`src/rtl/edge_pkg.sv`:
```
// Shared types and default constants for the multi-channel edge detector.
package edge_pkg;

    typedef enum logic [1:0] {
        EDGE_RISE = 2'b00,
        EDGE_FALL = 2'b01,
        EDGE_BOTH = 2'b10,
        EDGE_OFF  = 2'b11
    } edge_mode_t;

    localparam int DEFAULT_SYNC_STAGES     = 2;
    localparam int DEFAULT_DEBOUNCE_CYCLES = 4;

endpackage

```
`src/rtl/channel_conditioner.sv`:
```
// One channel: synchroniser chain, optional debounce (MULTI_EDGE_DEBOUNCE_EN),
// registered level and combinational rose/fell strobes valid on the flipping edge.
module channel_conditioner
    import edge_pkg::*;
#(
    parameter int SYNC_STAGES     = DEFAULT_SYNC_STAGES,
    parameter int DEBOUNCE_CYCLES = DEFAULT_DEBOUNCE_CYCLES
) (
    input  logic clk,
    input  logic reset,
    input  logic in,
    output logic level,
    output logic rose,
    output logic fell
);

    logic [SYNC_STAGES-1:0] sync_q;
    logic                   sync_out;
    logic                   level_q;
    logic                   level_d;
    logic                   flip;

    assign sync_out = sync_q[SYNC_STAGES-1];

    always_ff @(posedge clk or posedge reset) begin
        if (reset) begin
            sync_q <= '0;
        end else begin
            sync_q <= {sync_q[SYNC_STAGES-2:0], in};
        end
    end

`ifdef MULTI_EDGE_DEBOUNCE_EN
    localparam int CNT_W = $clog2(DEBOUNCE_CYCLES + 1);

    logic [CNT_W-1:0] cnt_q;
    logic [CNT_W-1:0] cnt_d;

    // Flip only on the DEBOUNCE_CYCLES-th consecutive differing sample.
    assign flip = (sync_out != level_q) && (cnt_q == CNT_W'(DEBOUNCE_CYCLES - 1));

    always_comb begin
        cnt_d = cnt_q + 1'b1;
        if ((sync_out == level_q) || flip) begin
            cnt_d = '0;
        end
    end

    always_ff @(posedge clk or posedge reset) begin
        if (reset) begin
            cnt_q <= '0;
        end else begin
            cnt_q <= cnt_d;
        end
    end
`else
    assign flip = (sync_out != level_q);
`endif

    assign level_d = flip ? sync_out : level_q;

    always_ff @(posedge clk or posedge reset) begin
        if (reset) begin
            level_q <= 1'b0;
        end else begin
            level_q <= level_d;
        end
    end

    assign level = level_q;
    assign rose  = flip & sync_out;
    assign fell  = flip & ~sync_out;

endmodule

```
`src/rtl/multi_edge_detector.sv`:
```
// WIDTH-channel edge detector: per-channel conditioners plus mode decode, pulse,
// sticky pending flags and any_pending. Debounce enabled by MULTI_EDGE_DEBOUNCE_EN.
module multi_edge_detector
    import edge_pkg::*;
#(
    parameter int WIDTH           = 4,
    parameter int SYNC_STAGES     = DEFAULT_SYNC_STAGES,
    parameter int DEBOUNCE_CYCLES = DEFAULT_DEBOUNCE_CYCLES
) (
    input  logic             clk,
    input  logic             reset,
    input  logic [WIDTH-1:0] in,
    input  logic [1:0]       mode,
    input  logic [WIDTH-1:0] clear,
    output logic [WIDTH-1:0] level,
    output logic [WIDTH-1:0] pulse,
    output logic [WIDTH-1:0] pending,
    output logic             any_pending
);

    logic [WIDTH-1:0] rose;
    logic [WIDTH-1:0] fell;
    logic [WIDTH-1:0] event_sel;
    logic [WIDTH-1:0] pulse_q;
    logic [WIDTH-1:0] pulse_d;
    logic [WIDTH-1:0] pending_q;
    logic [WIDTH-1:0] pending_d;
    logic             any_q;
    logic             any_d;
    edge_mode_t       mode_e;

    generate
        for (genvar gi = 0; gi < WIDTH; gi++) begin : g_chan
            channel_conditioner #(
                .SYNC_STAGES     (SYNC_STAGES),
                .DEBOUNCE_CYCLES (DEBOUNCE_CYCLES)
            ) u_cond (
                .clk   (clk),
                .reset (reset),
                .in    (in[gi]),
                .level (level[gi]),
                .rose  (rose[gi]),
                .fell  (fell[gi])
            );
        end
    endgenerate

    assign mode_e = edge_mode_t'(mode);

    always_comb begin
        event_sel = '0;
        case (mode_e)
            EDGE_RISE: event_sel = rose;
            EDGE_FALL: event_sel = fell;
            EDGE_BOTH: event_sel = rose | fell;
            default:   event_sel = '0;
        endcase
    end

    // Suppress back-to-back pulses so a consumer always sees isolated strobes.
    assign pulse_d   = event_sel & ~pulse_q;
    assign pending_d = pulse_d | (pending_q & ~clear);
    assign any_d     = |pending_d;

    always_ff @(posedge clk or posedge reset) begin
        if (reset) begin
            pulse_q   <= '0;
            pending_q <= '0;
            any_q     <= 1'b0;
        end else begin
            pulse_q   <= pulse_d;
            pending_q <= pending_d;
            any_q     <= any_d;
        end
    end

    assign pulse       = pulse_q;
    assign pending     = pending_q;
    assign any_pending = any_q;

endmodule

```
`config.mk`:
```
export PLATFORM = sky130hd
export DESIGN_NAME = multi_edge_detector
export DESIGN_NICKNAME = d
export VERILOG_FILES = /design/src/rtl/edge_pkg.sv /design/src/rtl/channel_conditioner.sv /design/src/rtl/multi_edge_detector.sv
export SDC_FILE = /design/constraint.sdc
export NUM_CORES = 1
export LEC_CHECK = 0
export CORE_ASPECT_RATIO = 0.6
export CORE_MARGIN = 5
export CORE_UTILIZATION = 30
export DETAILED_ROUTE_END_ITERATION = 8
export PLACE_DENSITY = 0.56
export SYNTH_ARGS = -nofsm -noshare
export SYNTH_HDL_FRONTEND = slang
export SYNTH_SLANG_ARGS = --single-unit
export TNS_END_PERCENT = 100
```
`constraint.sdc`:
```
create_clock -name clk -period 1.9 [get_ports clk]
set_clock_uncertainty 0.15 [all_clocks]
set_input_delay 0.57 -clock clk [delete_from_list [all_inputs] [get_ports clk]]
set_output_delay 0.57 -clock clk [all_outputs]
set_load 0.02 [all_outputs]
```
# == Yosys cells after proc, flatten, opt, wreduce, memory -nomap -nowiden ==
# Cells that the tools add are included.
# op_classes
bitwise_logic,18
n_div,0
reduce_logical,2
eq_ne,6
n_lt_le_gt_ge,0
n_shift,0
multipliers,0
n_mux,1
n_addsub,0
# ops
op,count
$pmux W4 S3,1
$and A1 B1 Y1,8
$and A4 B4 Y4,2
$not A4 Y4,2
$or A4 B4 Y4,2
$ne A1 B1 Y1,4
$not A1 Y1,4
$reduce_or A4 Y1,1
$eq A2 B1 Y1 const B,1
$eq A2 B2 Y1 const B,1
$logic_not A2 Y1,1
# totals
register_bits,21
ram_bits,0
mem_count,0
romBits,0
latch_bits,0

# == Depth between registers and ports, before layout ==
# depth
ltp_word,7
ltp_mapped,6
ltp_nobuf,6

# == Cells and area by module ==
# Synthesis repeated with hierarchy kept, for this count alone.
# hier_totals
hier_cells,83
area_unflattened_um2,999.7
# modules_own_cells
mod,seq_area_each_um2,cells_each,n_inst,area_each_um2
channel_conditioner,75.1,9,4,126.4
multi_edge_detector,225.2,47,1,494.2

# == Worst setup path before layout ==
# OpenSTA, ideal clock, no wires.
# synth_path
path_kind,input-to-reg
from,input port mode[1]
to,register any_q (netlist: any_pending)
t_required_ns,1.611
path_slack_ns,0.108
arrival_time_ns,1.503
path_buffers,1
stages,4
setup_time_ns,0.139
cell_sequence,buf_6 o21ai_0 o311ai_1 or4_1
# synth_via
elab_chain_cells,5
# synth_rtl
element,line,text
"start, declared",multi_edge_detector.sv:13,"input logic [1:0] mode,"
$eq A2 B2 Y1 (tied with other cells),multi_edge_detector.sv:52,case (mode_e)
$pmux W4 S3 *,multi_edge_detector.sv:52,
$and A4 B4 Y4 *,multi_edge_detector.sv:61,assign pulse_d = event_sel & ~pulse_q;
$or A4 B4 Y4 *,multi_edge_detector.sv:62,assign pending_d = pulse_d | (pending_q & ~clear);
net pending_d[2],multi_edge_detector.sv:27,logic [WIDTH-1:0] pending_d;
$reduce_or A4 Y1 *,multi_edge_detector.sv:63,assign any_d = |pending_d;
net any_d,multi_edge_detector.sv:29,logic any_d;
"end signal, assigned",multi_edge_detector.sv:73,any_q <= any_d;
"end, declared",multi_edge_detector.sv:28,logic any_q;
# Mark *: on every way through the listed nets, which the timed path passes. The rest lies on a longest branch.
# A chain may end at the register's enable or synchronous reset.

# == Worst setup path in the final report ==
# layout_path
from,register g_chan[3].u_cond.level_q
to,register any_q (netlist: any_pending)
# layout_via
elab_chain_cells,7
# layout_rtl
element,line,text
"start, declared",channel_conditioner.sv:19,logic level_q;
"start signal, assigned",channel_conditioner.sv:66,level_q <= level_d;
$ne A1 B1 Y1 *,channel_conditioner.sv:57,assign flip = (sync_out != level_q);
"$and A1 B1 Y1, on equally long branches","channel_conditioner.sv:71, channel_conditioner.sv:72",
$or A4 B4 Y4,multi_edge_detector.sv:55,EDGE_BOTH: event_sel = rose | fell;
$pmux W4 S3 *,multi_edge_detector.sv:52,
$and A4 B4 Y4 *,multi_edge_detector.sv:61,
$or A4 B4 Y4 *,multi_edge_detector.sv:62,
net pending_d[3],multi_edge_detector.sv:27,
$reduce_or A4 Y1 *,multi_edge_detector.sv:63,
net any_d,multi_edge_detector.sv:29,
# Marked as above.

==> results.json <==
{
  "worst_skew_pair.late_latency_ns": 0.25,
  "gr-max-usage-layer": "met2",
  "fin_tns_setup_ns": 0,
  "grt_pass1_vias": 725,
  "use_met1_pct": 10.7,
  "fin_crit_ns": 1.86,
  "clockBufferDepth": 2,
  "root_buffer": "clkbuf_8",
  "synth-seq-cells": 21,
  "hpwl_um": 1450,
  "wl_um": 1900,
  "clock-sinks": 21,
  "drc": 0,
  "maxCapViolCount": 0,
  "initial_core_util_pct": 32.4,
  "portBuffers": 24,
  "grt_max_degree": 22,
  "cts_buffers": 3,
  "syn_inst": 82,
  "worst_pin_slew_ns": 0.420,
  "met3_usage_pct": 4.59,
  "vias_per_cell": 4.42,
  "final_area_um2": 1380,
  "timing.fmax_ghz": 0.537,
  "status": "finished, final reports clean",
  "drt_iter0_drc": 27,
  "cts_tree": "yes",
  "utilization_pct": 46.4,
  "grt_overflow": 0,
  "die_width_um": 83.0,
  "cp.required_ns": 1.87,
  "antenna_found_initial": 0,
  "multiInputGateArea_um2": 390,
  "dpl_cell_area_um2": 1240,
  "r2r-start": "g_chan[3].u_cond.level",
  "dieArea_um2": 4470,
  "antenna_cells": 0,
  "endpoint": "any_pending",
  "rows": 15,
  "hold_slack_ns": 0.201,
  "grt_use_met2_pct": 15.6,
  "report.final.slew_viol_count": 0,
  "grt_usage_pct": 9.22,
  "seq_area_frac_synth_pct": 54.8,
  "synth.distinct_cells": 20,
  "peakVddDrop_mv": 0.437,
  "reg2reg_to": "any_pending",
  "globalplace.congestion": 0.704,
  "synth_area_um2": 960,
  "final_min_period_over_clock_period_pct": 98.1,
  "area.sequential_um2": 527,
  "ant_nets": 0,
  "grt_pass1_wl_um": 3200,
  "core_region_area_um2": 2970,
  "p_leak_nw": 0.677,
  "holdCritPathClass": "reg2reg",
  "power_density_nw_per_um2": 1260,
  "yosysWarningCount": 0,
  "path_max_fanout": 3,
  "routedWlPerCell_um": 12.0,
  "rrSetupSlack_ns": 0.04,
  "timing.critical_path.arrival_ns": 1.84,
  "maxSlewHeadroom_pct": 71.6,
  "worst_r2r_path_depth": 5,
  "setup.worst_path.end_class": "flop",
  "power_mw": 1.73,
  "htreeDepth": 1,
  "hold_viol": 0,
  "fin_nets": 137,
  "via_count": 698,
  "dr.pass1.iters": 4,
  "area_growth_pct": 43.3,
  "fill_cells": 302,
  "ios": 25,
  "start_kind": "flop",
  "syn_area_per_cell_um2": 11.7,
  "path_clk_slew_ns": 0.07,
  "fp.dieH_um": 53.8,
  "syn_nets": 102,
  "setup_violations": 0,
  "path_class": "reg2reg",
  "drive_gt1_share_pct": 24.1,
  "startpoint": "g_chan[3].u_cond.level"
}
[through the flow]
stage	std cells	setup WS, ns
floorplan	82	0.108
global placement	148	-0.415
detailed placement	148	-0.505
CTS	155	0.0199
global route	158	-0.00865
finish	158	0.0364
[flip-flops by register name, indices dropped and copies added, names as in the netlist]
register	count
pulse	4
g_chan.u_cond.level	4
g_chan.u_cond.sync_q	8
pending	4
any_pending	1
[per-layer routing]
| layer | wire length, um | vias up | share of wire [%] |
|---|---|---|---|
| li1 | - | 338 | - |
| met1 | 873 | 341 | 46 |
| met2 | 881 | 17 | 46 |
| met3 | 135 | 2 | 7.1 |
| met4 | 7 | 0 | 0.37 |
| met5 | 0 | - | 0 |
[cell usage after synthesis]
cell / instances / area, um2
buf_6: 2 / 22.5
o311ai_1: 2 / 17.5
nand2b_1: 3 / 18.8
a211o_2: 1 / 10.0
nor2_1: 4 / 15.0
or4_1: 1 / 7.51
ha_1: 8 / 100
o21ai_0: 6 / 30.0
o311ai_0: 1 / 8.76
a21oi_1: 1 / 5.00
dfrtp_1: 21 / 526
inv_1: 11 / 41.3
buf_4: 4 / 30.0
nand2_1: 7 / 26.3
mux2i_1: 1 / 10.0
o221ai_1: 1 / 8.76
a2bb2oi_1: 3 / 26.3
nand3b_1: 3 / 22.5
nor2b_4: 1 / 13.8
nand3b_4: 1 / 20.0
[worst min-delay path by stage]
| stage | slack (ns) | depth (start not counted) | end | from |
|---|---|---|---|---|
| 2_1_floorplan | 0.18 | 0 | g_chan[0].u_cond.sync_q[1] | g_chan[0].u_cond.sync_q[0] |
| 3_3_place_gp | 0.18 | 0 | g_chan[1].u_cond.sync_q[1] | g_chan[1].u_cond.sync_q[0] |
| 3_5_place_dp | 0.19 | 0 | g_chan[1].u_cond.sync_q[1] | g_chan[1].u_cond.sync_q[0] |
| 4_1_cts | 0.21 | 0 | g_chan[1].u_cond.sync_q[1] | g_chan[1].u_cond.sync_q[0] |
| 5_1_grt | 0.21 | 0 | g_chan[1].u_cond.sync_q[1] | g_chan[1].u_cond.sync_q[0] |
| 6_report | 0.20 | 0 | g_chan[1].u_cond.sync_q[1] | g_chan[1].u_cond.sync_q[0] |
[what timing repair did]
action / 4_1_cts / 5_1_grt
hold buffers: 0 / 0
pin swaps: 2 / 3
gates resized for setup: 19 / 10
buffers inserted: 3 / 3
setup endpoints to repair: 14 / 1
[area by class of cell]
class / count / share of cell area, %
clock buffers: 4 / 3.28
flip-flops and latches: 21 / 38.3
inverters: 11 / 3.00
repair buffers: 36 / 23.2
well taps: 42 / 3.82
multi-input cells: 44 / 28.4
[layout by cell type (no fill, tap or decap), types with 3 or more instances in the layout]
cell	count
nand2_1	7
nand2b_1	3
o21ai_0	4
clkbuf_8	3
nand3b_1	3
ha_1	5
dfrtp_1	20
clkdlybuf4s50_1	9
buf_4	10
inv_1	9
dlygate4sd2_1	15
nor2_1	4
a2bb2oi_1	3
[worst max-delay path: stages (launching register included)]
cell and delay, ns:
dfrtp_1 0.43, ha_4 0.29, inv_2 0.03, mux2i_2 0.18
o311ai_2 0.11, or4_1 0.54
[cell families (layout without fill, tap and decap cells)]
kind of cell	Yosys count	after routing	share of synthesized area (%)
AND/OR/NAND/NOR	20	20	12.9
multiplexers	1	1	1.04
adder cells (fa/ha/maj)	8	8	10.4
AO/OA/AOI/OAI	15	15	11.1
buffers and inverters	17	51	9.78
flip-flops	21	21	54.8
[power breakdown]
part | internal (mW) | switching, mW
Sequential | 0.564 | 0.0939
Combinational | 0.394 | 0.388
Clock | 0.149 | 0.139
Total | 1.11 | 0.620
Power figures use the tool's default switching activity.
